==> src/rtl/sys_rx_cmd_ctrl.sv <==
// rtl/sys_rx_cmd_ctrl.sv - RX frame command sequencer driving register file and ALU controls
module sys_rx_cmd_ctrl #(
  parameter int WIDTH          = 8,
  parameter int ADDR_WIDTH     = 4,
  parameter int FUN_WIDTH      = 4,
  parameter int TIMEOUT_CYCLES = 1023
) (
  input  logic                  CLK,
  input  logic                  RST,
  input  logic [WIDTH-1:0]      RX_P_DATA,
  input  logic                  RX_D_VALID,
  input  logic                  ALU_OUT_VALID,
  output logic                  WrEn,
  output logic                  RdEn,
  output logic [ADDR_WIDTH-1:0] Address,
  output logic [WIDTH-1:0]      WrData,
  output logic [FUN_WIDTH-1:0]  ALU_FUN,
  output logic                  ALU_EN,
  output logic                  CLK_GATE_EN,
  output logic                  CMD_ERR
);

  localparam int                CW     = $clog2(TIMEOUT_CYCLES + 1);
  localparam logic [CW-1:0]     TO_MAX = CW'(TIMEOUT_CYCLES);
  localparam logic [WIDTH-1:0]  OP_WR  = WIDTH'(8'hAA);
  localparam logic [WIDTH-1:0]  OP_RD  = WIDTH'(8'hBB);
  localparam logic [WIDTH-1:0]  OP_ALU = WIDTH'(8'hCC);
  localparam logic [WIDTH-1:0]  OP_NOP = WIDTH'(8'hDD);

  typedef enum logic [2:0] {
    S_IDLE,
    S_WR_ADDR,
    S_WR_DATA,
    S_RD_ADDR,
    S_OPA,
    S_OPB,
    S_FUN,
    S_ALU_WAIT
  } state_t;

  state_t        r_state;
  logic [CW-1:0] r_cnt;
  logic          w_timeout;
  logic [CW-1:0] w_cnt_inc;

  // Idle-time limit reached while a command is in progress
  assign w_timeout = (r_state != S_IDLE) && (r_cnt == TO_MAX);
  // Saturating increment so the counter can never wrap back to a small value
  assign w_cnt_inc = (r_cnt == TO_MAX) ? r_cnt : r_cnt + 1'b1;

  // Command FSM with registered outputs; strobes default low every cycle
  always_ff @(posedge CLK or negedge RST) begin
    if (!RST) begin
      r_state     <= S_IDLE;
      r_cnt       <= '0;
      WrEn        <= 1'b0;
      RdEn        <= 1'b0;
      Address     <= '0;
      WrData      <= '0;
      ALU_FUN     <= '0;
      ALU_EN      <= 1'b0;
      CLK_GATE_EN <= 1'b0;
      CMD_ERR     <= 1'b0;
    end else begin
      WrEn    <= 1'b0;
      RdEn    <= 1'b0;
      CMD_ERR <= 1'b0;
      case (r_state)
        S_IDLE: begin
          r_cnt <= '0;
          if (RX_D_VALID) begin
            case (RX_P_DATA)
              OP_WR:   r_state <= S_WR_ADDR;
              OP_RD:   r_state <= S_RD_ADDR;
              OP_ALU:  r_state <= S_OPA;
              OP_NOP:  r_state <= S_FUN;
              default: CMD_ERR <= 1'b1;
            endcase
          end
        end
        S_ALU_WAIT: begin
          if (ALU_OUT_VALID) begin
            // completion has priority; a frame arriving alongside is dropped
            ALU_EN      <= 1'b0;
            CLK_GATE_EN <= 1'b0;
            CMD_ERR     <= RX_D_VALID;
            r_cnt       <= '0;
            r_state     <= S_IDLE;
          end else if (w_timeout) begin
            CMD_ERR     <= 1'b1;
            ALU_EN      <= 1'b0;
            CLK_GATE_EN <= 1'b0;
            r_cnt       <= '0;
            r_state     <= S_IDLE;
          end else begin
            // frames are not consumed while the ALU is busy
            CMD_ERR <= RX_D_VALID;
            r_cnt   <= w_cnt_inc;
          end
        end
        default: begin
          if (RX_D_VALID) begin
            r_cnt <= '0;
            case (r_state)
              S_WR_ADDR: begin
                Address <= RX_P_DATA[ADDR_WIDTH-1:0];
                r_state <= S_WR_DATA;
              end
              S_WR_DATA: begin
                WrData  <= RX_P_DATA;
                WrEn    <= 1'b1;
                r_state <= S_IDLE;
              end
              S_RD_ADDR: begin
                Address <= RX_P_DATA[ADDR_WIDTH-1:0];
                RdEn    <= 1'b1;
                r_state <= S_IDLE;
              end
              S_OPA: begin
                Address <= '0;
                WrData  <= RX_P_DATA;
                WrEn    <= 1'b1;
                r_state <= S_OPB;
              end
              S_OPB: begin
                Address     <= ADDR_WIDTH'(1);
                WrData      <= RX_P_DATA;
                WrEn        <= 1'b1;
                CLK_GATE_EN <= 1'b1;
                r_state     <= S_FUN;
              end
              default: begin
                ALU_FUN     <= RX_P_DATA[FUN_WIDTH-1:0];
                ALU_EN      <= 1'b1;
                CLK_GATE_EN <= 1'b1;
                r_state     <= S_ALU_WAIT;
              end
            endcase
          end else if (w_timeout) begin
            CMD_ERR     <= 1'b1;
            ALU_EN      <= 1'b0;
            CLK_GATE_EN <= 1'b0;
            r_cnt       <= '0;
            r_state     <= S_IDLE;
          end else begin
            r_cnt <= w_cnt_inc;
          end
        end
      endcase
    end
  end

endmodule

==> config.mk <==
export PLATFORM = sky130hd
export DESIGN_NAME = sys_rx_cmd_ctrl
export DESIGN_NICKNAME = d
export VERILOG_FILES = /design/src/rtl/sys_rx_cmd_ctrl.sv
export SDC_FILE = /design/constraint.sdc
export NUM_CORES = 1
export LEC_CHECK = 0
export ABC_CLOCK_PERIOD_IN_PS = 1900
export BUFFER_PORTS_ARGS = -buffer_cell sky130_fd_sc_hd__buf_2
export CAP_MARGIN = 20
export CORE_ASPECT_RATIO = 1.75
export CORE_MARGIN = 3
export CORE_UTILIZATION = 54
export DETAILED_ROUTE_END_ITERATION = 12
export PLACE_DENSITY_LB_ADDON = 0.12
export SKIP_LAST_GASP = 1
export SLEW_MARGIN = 20
export SYNTH_ARGS = -nofsm -noshare
export SYNTH_HDL_FRONTEND = slang
export SYNTH_SLANG_ARGS = --single-unit
==> constraint.sdc <==
create_clock -name CLK -period 1.9 [get_ports CLK]
set_input_delay 0.38 -clock CLK [delete_from_list [all_inputs] [get_ports CLK]]
set_output_delay 0.38 -clock CLK [all_outputs]
set_load 0.02 [all_outputs]
Yosys cells after proc, flatten, opt, wreduce, memory -nomap -nowiden
Index checks and enable logic that the tools add are counted.
- output and inout bits: 21
- bits in registers: 34
- input port bits: 12
- logic and storage cells: 82
- equal/unequal tests: 15
- add/subtract/negate cells: 1
- muxes and demuxes: 36
- bitwise operators: 3
- reductions and logical operators: 17
- operator list (cell ; count):
    two-way mux 10 bit ; 4
    == test 8 bit, second input constant ; 4
    one-hot mux 3 bit (4 select lines) ; 2
    two-way mux 1 bit ; 20
    one-hot mux 10 bit (2 select lines) ; 1
    two-way mux 3 bit ; 4
    one-hot mux 4 bit (3 select lines) ; 1
    adder 10 x 1 -> 10 bit, second input constant ; 1
    == test 10 bit, second input constant ; 1
    == test 3 bit, second input constant ; 3
    AND reduction 3 bit ; 3
    OR reduction 4 bit ; 2
    == test 3 x 2 -> 1 bit, second input constant ; 2
    inequality test 3 x 2 -> 1 bit, second input constant ; 2
    one-hot mux 1 bit (2 select lines) ; 3
    one-hot mux 3 bit (2 select lines) ; 1
    AND reduction 2 bit ; 3
    nonzero test 3 bit ; 2
    OR reduction 2 bit ; 3
    inequality test 5 x 1 -> 1 bit, second input constant ; 1
    OR reduction 5 bit ; 1
    == test 3 x 1 -> 1 bit, second input constant ; 1
    zero test 3 bit ; 1
    inverter 1 bit ; 3
    3 further kinds ; 3

Depth between registers and ports, before layout
Gate-level depths: netlist of run 1.
- depth in word-level cells: 5
- gate-level depth with buffers: 7
- mapped depth without buffers: 5

Worst setup path after synthesis of run 1
Ideal clock, no wire load.
- path type: register to register
- start: reg r_cnt[0]
- end: reg r_cnt[9]
- setup time: 136 ps
- data required time: 1764 ps
- clock period less this slack: 1688 ps
- path slack: 212 ps
- stages on the path, launching flop included: 8
- buffers on the path: 2
- arrival: 1552 ps
- cells stage by stage: dfrtp_1 -> ha_1 -> nand2_1 -> or3_1 -> buf_2 -> o21ai_2 -> buf_6 -> a311oi_1
- longest elaborated chain between the ends: 5
- elaborated cells on any way between the ends: 8
- those cells by class: add/sub: 1; eq/ne: 1; mux: 5; reduce/logical: 1
- ends and longest elaborated chain (item ; RTL line ; text):
    start: declaration ; 42 ; logic [CW-1:0] r_cnt;
    start signal: assignment ; 98 ; r_cnt <= w_cnt_inc;
    start signal: assignment ; 146 ; r_cnt <= w_cnt_inc;
    adder 10 x 1 -> 10 bit / == test 10 bit (equally long branches) ; 49, 47 ;
    two-way mux 10 bit / logical AND 1 bit (equally long branches) ; 49, 47 ;
    two-way mux 10 bit * ; 89, 139 ;
    two-way mux 10 bit (on tied branches) ; 102, 82 ;
    one-hot mux 10 bit (2 select lines) * ; 68 ; case (r_state)
Mark *: on every way between the ends. The rest lies on a longest branch, timed or not.
A chain may end at the register's enable or synchronous reset.

Worst setup path in the final report of run 1
- start: reg r_cnt[1]
- end: reg r_cnt[7]
Same word-level chain as after synthesis.

==> results of run 1 <==
## stage by stage
stage,power [mW],hold slack [ns],instances
final,2.78,0.164,253
after global routing,2.96,0.201,253
after CTS,2.81,0.182,253
after detailed placement,2.29,0.485,247
after global placement,2.23,0.473,247
after floorplan,1.91,0.0844,174
## cell usage in the layout, fill, tap and decap left out, drive strengths merged, types with 6 or more instances in the layout
master,synthesis,final
buf,5,39
nor2,17,17
nand3,9,9
mux2,13,13
nand2,19,19
dfrtp,34,34
clkbuf,3,6
a21oi,7,7
o21ai,10,10
## per-layer routing
metal / track usage / up-vias / part of all wire
met2: 0.452 / 36 / 0.57
met5: 0 / - / 0
met4: 0.0912 / 0 / 0.020
met1: 0.211 / 753 / 0.37
li1: - / 709 / -
met3: 0.0399 / 9 / 0.036
## cell families (layout without fill, tap and decap cells)
group | after synthesis | count (layout)
simple gates | 66 | 66
fa+ha+maj | 1 | 1
mux | 14 | 14
xor+xnor | 4 | 4
flops | 34 | 34
buf+inv | 12 | 49
compound gates | 43 | 43
## flip-flops by register name (all words and copies together), names as in the netlist, 3 cells and up
name / count
r_cnt: 10
WrData: 8
ALU_FUN: 4
Address: 4
r_state: 3
## final timing paths
| check | startpoint | endpoint | slack, ns | depth (start not counted) |
|---|---|---|---|---|
| max | r_cnt[1]$_DFF_PN0_ | r_cnt[7]$_DFF_PN0_ | 0.13 | 6 |
| min | RST | CMD_ERR$_DFF_PN0_ | 0.16 | 1 |
| max reg2reg | r_cnt[1]$_DFF_PN0_ | r_cnt[7]$_DFF_PN0_ | 0.13 | 6 |
| min reg2reg | ALU_FUN[3]$_DFFE_PN0P_ | ALU_FUN[3]$_DFFE_PN0P_ | 0.51 | 1 |
| max in group asynchronous | RST | Address[2]$_DFFE_PN0P_ | 1.26 | 1 |
| min in group CLK | RX_P_DATA[7] | WrData[7]$_DFFE_PN0P_ | 0.36 | 2 |
## layout make-up
cell class	instances	share of cell area
Timing Repair Buffer	39	0.102
Inverter	4	0.00722
Multi-Input combinational cell	128	0.416
Tap cell	42	0.0253
Clock buffer	6	0.0397
Sequential cell	34	0.409
## power breakdown
part           internal (mW)  total, mW  switching (mW)
sequential             0.950       1.09           0.141
clock                  0.279      0.511           0.232
combinational          0.478       1.18           0.700
total                   1.71       2.78            1.07
==> results.md, run 1 <==
* Outcome: complete, no violations
* Via count of the first global-routing pass at between 1500 and 2000
* Setup_tns at 0 ns
* Library cell used as clock root buffer: sky130_fd_sc_hd__clkbuf_8
* Mean number of vias per cell at just under 6
* Largest area contributor in the netlist: sky130_fd_sc_hd__dfrtp_1
* Initial antenna violation count at 0
* Detailed-route wire length at 4010 um
* Final Max Tran Viols at 0
* Last weighted congestion value of the routability-driven placer at 0.783
* Top area cells in the synthesized netlist: sky130_fd_sc_hd__dfrtp_1 48%, sky130_fd_sc_hd__mux2_2 8.3%, sky130_fd_sc_hd__nand2_1 4.0%
* Core utilization of the finished layout at 0.687
* Standard-cell rows at 26
* Maximum number of pins on one net before global-route repair at 35
* Fmax at about 560 MHz
* Measured slew at the worst slew-check pin at 0.746 ns
* Post-synth EDFFs at 0
* Endpoint arrival time on the critical path at approximately 1.9 ns
* Number of placed I/O pins at 33
* Count of yosys warnings during synthesis at 0
* Iteration count of the initial detailed-routing pass at 4
* Setup bufs post-CTS at 0
* Sequential cell area at approximately 850 sq um
* Drt first-iter violations at between 40 and 50
* Clock net sink count at 34
* Total number of vias at 1507
* Simple-gate area share of the yosys netlist at 0.196
* Min setup slack post-route at about 0.13 ns
* Count of nets left with antenna violations after detail routing at 0
* Top-area cell type share of the netlist area at 0.480
* Post-Syn Instances at ~170
* Nets@finish at approximately 230
* Post-synthesis compound-gate area fraction at 0.176
* DRC viols at 0
* Filler cell count in the final layout at approximately 250
* Critical-path cell with the highest stage delay: sky130_fd_sc_hd__or3_1
* Largest stage delay on the critical path at about 0.46 ns
* Die width at between 40 and 50 um
* Worst slack after detailed placement at 0.140 ns
* Final worst path period share at 0.932
* DP Area at approximately 0.002 sq mm
* Post-Synthesis Net Count at ~190
* Final design area excluding fillers at around 0.0021 sq mm
* P&R area growth vs syn at 17.1%
* Data required time at the worst endpoint at about 2 ns
* Mean post-synth cell area at about 10 sq um
* Core Footprint at about 0.0030 sq mm
* H-Tree Level Count at 2
* CTS tree: yes
* Max-cap violation count at 0
* Leading post-synthesis cells by instance count: 34 x sky130_fd_sc_hd__dfrtp_1, 19 x sky130_fd_sc_hd__nand2_1, 17 x sky130_fd_sc_hd__nor2_1
* DR WL/cell at 15.8 um
* Critical path startpoint category: register
* Worst hold path type: in -> async
* Dominant register cell in the synthesized netlist: sky130_fd_sc_hd__dfrtp_1
* Arithmetic-cell share of the synthesized area counting full adders, half adders and majority gates at 0.00705
* Bufs and invs on worst path at 1
* Cell family contributing the most delay on the critical path: simple AND/OR/NAND/NOR gates
* Proportion of register bits with asynchronous set or reset after synthesis at 1.00
* Flip-flop and latch count after synthesis at 34
* Critical Path Fanout Max at 11
* Starting density of the core at 0.586
* Mux share of post-synthesis cell area at 0.0882
* Maximum count of clock buffers along a single path at 2
* Area of combinational cells with multiple inputs at around 860 sq um
* Number of instances resized during post-cts repair at 0
* Leak pwr at about 0.94 nW
* Clock latency at the later pin of the worst-skew pair at 0.28 ns
* Remaining Overflow, GRT at 0
* Diodes inserted at 0
* Maximum vdd drop at between 0.0009 and 0.001 V
* Clock-pin slew reported for the worst setup and hold paths after clock tree synthesis at around 0.060 ns
* Crit. End Element: register
* Number of port buffers at 32
* Setup violators final at 0
* Area of the die at around 0.0040 sq mm
* Worst setup skew after layout at about 0.0048 ns
* Number of hold-repair buffers added at the cts stage at 0
* Inserted Clock Buffers at 5
* Type of the worst setup path: reg -> reg
* Cells traversed along the worst timing path: ha_1 > nand2_1 > or3_1 > o21ai_2 > buf_4 > a311oi_1
* Crit path time final at ~1.8 ns
* Ratio of total power to cell area at ~1300 mW/mm^2
* Synth Area in XOR/XNOR at 0.0197
* First-pass GRT wire length at approximately 6800 um
* Final Hold Violating Endpoints at 0
* Total Routing Usage GR at 0.222
* Detailed placement HPWL at ~3000 um
* Sequential cell area fraction in the yosys report at 0.480
* Count of distinct cell types in the synthesized netlist at 50
* Combinational family with the most area after synthesis: simple AND/OR/NAND/NOR gates
* Cell with the most instances after synthesis: sky130_fd_sc_hd__dfrtp_1
* Share of final-layout standard cells stronger than drive strength 1 at 0.332
* Normalized max-slew margin at 0.503
* Total standard cell area after synthesis at 0.00177 sq mm
* Vertical extent of the die at around 82 um
* RSZ-0062 raised after global routing: false
Power figures use the tool's default switching activity.
==> run 2, diff against run 1 <==
--- a/config.mk
+++ b/config.mk
@@ -10,9 +10,10 @@
 export CAP_MARGIN = 20
 export CORE_ASPECT_RATIO = 1.75
 export CORE_MARGIN = 3
-export CORE_UTILIZATION = 54
+export CORE_UTILIZATION = 45
 export DETAILED_ROUTE_END_ITERATION = 12
 export PLACE_DENSITY_LB_ADDON = 0.12
+export RECOVER_POWER = 25
 export SKIP_LAST_GASP = 1
 export SLEW_MARGIN = 20
 export SYNTH_ARGS = -nofsm -noshare
==> results.md, run 2 (synthesis results as in run 1) <==
* Starting density of the core at 0.479 (was 0.586)
* Length of routed wiring on met1 at 1550 um (was 1480 um)
* First-pass GRT wire length at 6910 um (was 6820 um)
* Nets@finish at 225 (unchanged)
* Maximum number of pins on one net before global-route repair at 35 (unchanged)
* Measured slew at the worst slew-check pin at 0.821 ns (was 0.746 ns)
* Critical path startpoint category: register (unchanged)
* Library cell used as clock root buffer: sky130_fd_sc_hd__clkbuf_8 (unchanged)
* Worst setup skew after layout at 0.00637 ns (was 0.00482 ns)
* Maximum count of clock buffers along a single path at 2 (unchanged)
* Normalized max-slew margin at 0.453 (was 0.503)
* Flip-flop count of the largest register after layout at 10 (unchanged)
* Detailed placement HPWL at 3140 um (was 2990 um)
* Max-cap violation count at 0 (unchanged)
* Final Max Tran Viols at 0 (unchanged)
* Ratio of total power to cell area at 1430 mW/mm^2 (was 1340 mW/mm^2)
* Clock-pin slew reported for the worst setup and hold paths after clock tree synthesis at 0.07 ns (was 0.06 ns)
* Endpoint arrival time on the critical path at 1.89 ns (was 1.92 ns)
* Iteration count of the initial detailed-routing pass at 4 (unchanged)
* Worst hold path type: in -> async (unchanged)
* Top layer reached by signal wires: met4 (unchanged)
* Setup violators final at 0 (unchanged)
* Die width at 53.5 um (was 49.3 um)
* Leak pwr at 0.967 nW (was 0.942 nW)
* Detailed-route wire length at 4090 um (was 4010 um)
* Total number of vias at 1447 (was 1507)
* Area of the die at 0.00476 sq mm (was 0.00404 sq mm)
* Outcome: complete, no violations (unchanged)
* CTS tree: yes (unchanged)
* Number of instances resized during post-cts repair at 0 (unchanged)
* Setup bufs post-CTS at 0 (unchanged)
* Mean number of vias per cell at 5.59 (was 5.96)
* DR WL met3 at 120 um (was 146 um)
* Vertical extent of the die at 89.1 um (was 81.8 um)
* Total Routing Usage GR at 0.199 (was 0.222)
* Clock latency at the later pin of the worst-skew pair at 0.29 ns (was 0.28 ns)
* Setup_tns at 0 ns (unchanged)
* Final Hold Violating Endpoints at 0 (unchanged)
* Share of final-layout standard cells stronger than drive strength 1 at 0.338 (was 0.332)
* Crit path time final at 1.74 ns (was 1.77 ns)
* Biggest regs: r_cnt x10, WrData x8 (unchanged)
* P&R area growth vs syn at 20.5% (was 17.1%)
* Top register by number of flip-flops: r_cnt (unchanged)
* DR WL/cell at 15.8 um (about the same)
* Critical Path Fanout Max at 11 (unchanged)
* Initial antenna violation count at 0 (unchanged)
* Number of hold-repair buffers added at the cts stage at 0 (unchanged)
* Hold slack final at 0.175 ns (was 0.164 ns)
* Number of cells in the design after placement at 251 (was 247)
* Drt first-iter violations at 20 (was 44)
* Final worst path period share at 0.917 (was 0.932)
* Commonest non-fill, non-tap cells in the layout: 34 x sky130_fd_sc_hd__dfrtp_1, 31 x sky130_fd_sc_hd__buf_2, 19 x sky130_fd_sc_hd__nand2_1 (was 34 x sky130_fd_sc_hd__dfrtp_1, 32 x sky130_fd_sc_hd__buf_2, 19 x sky130_fd_sc_hd__nand2_1)
* Crit. End Element: register (unchanged)
* Via count of the first global-routing pass at 1500 (was 1566)
* Maximum vdd drop at 0.000995 V (was 0.000919 V)
* Detail Route met2 WL at 2350 um (was 2300 um)
* Total chip power at 3.06 mW (was 2.78 mW)
* DRC viols at 0 (unchanged)
* RSZ-0062 raised after global routing: false (unchanged)
* Number of port buffers at 32 (unchanged)
* Non-filler cells in the finished layout at 259 (was 253)
* Most common cell after layout, fill and taps aside: sky130_fd_sc_hd__dfrtp_1 (unchanged)
* Last weighted congestion value of the routability-driven placer at 0.775 (was 0.783)
* Count of nets left with antenna violations after detail routing at 0 (unchanged)
* Core Footprint at 0.00370 sq mm (was 0.00303 sq mm)
* Data required time at the worst endpoint at 2.05 ns (about the same)
* Fmax at 574 MHz (was 565 MHz)
* Remaining Overflow, GRT at 0 (unchanged)
* H-Tree Level Count at 2 (unchanged)
* Inserted Clock Buffers at 5 (unchanged)
* Standard-cell rows at 29 (was 26)
* Diodes inserted at 0 (unchanged)
* Number of placed I/O pins at 33 (unchanged)
* Clock net sink count at 34 (unchanged)
* Type of the worst setup path: reg -> reg (unchanged)
==> run 2: cell count changes in the layout (fill, tap and decap cells not counted), sizes merged <==
cell / before / now
bufinv: 0 / 2
clkinv: 0 / 1
buf: 39 / 38
==> run 2: final timing paths <==
check / startpoint / endpoint / slack (ns) / depth (start not counted)
min in group CLK: RX_P_DATA[7] / WrData[7]$_DFFE_PN0P_ / 0.33 / 2
min: RST / WrEn$_DFF_PN0_ / 0.17 / 1
max reg2reg: r_cnt[0]$_DFF_PN0_ / r_cnt[9]$_DFF_PN0_ / 0.16 / 6
max: r_cnt[0]$_DFF_PN0_ / r_cnt[9]$_DFF_PN0_ / 0.16 / 6
max in group asynchronous: RST / r_cnt[8]$_DFF_PN0_ / 1.21 / 1
min reg2reg: WrData[0]$_DFFE_PN0P_ / WrData[0]$_DFFE_PN0P_ / 0.51 / 1
==> run 2: report_power, final <==
part	internal (mW)	switching, mW	total, mW
Combinational	0.478	0.703	1.18
Clock	0.525	0.268	0.794
Sequential	0.950	0.141	1.09
Total	1.95	1.11	3.06
==> run 2: final cells by class <==
class,instances,area (sq um)
fill,331,1560
multi-input combinational,128,865
sequential,34,851
tap,46,57.6
inverter,4,15.0
timing repair buffer,39,213
clock buffer,5,68.8
clock inverter,3,68.8
==> run 2: worst max-delay path: stages, from the launching register on <==
cell,delay (ns)
sky130_fd_sc_hd__dfrtp_1,0.39
sky130_fd_sc_hd__ha_1,0.24
sky130_fd_sc_hd__nand2_1,0.10
sky130_fd_sc_hd__or3_1,0.46
sky130_fd_sc_hd__o21ai_2,0.14
sky130_fd_sc_hd__buf_4,0.20
sky130_fd_sc_hd__a311oi_1,0.07
==> run 2: metal layers <==
layer,up-vias,global-route usage
met5,-,0
li1,706,-
met3,5,0.0334
met2,24,0.374
met4,0,0.0767
met1,712,0.210
==> run 2: per-stage QoR <==
stage / setup WS, ns / util / area (sq um)
finish: 0.159 / 0.578 / 2140
global route: 0.0219 / 0.578 / 2140
CTS: 0.158 / 0.578 / 2140
detailed placement: 0.181 / 0.541 / 2000
global placement: 0.209 / 0.541 / 2000
floorplan: 0.212 / - / 1770
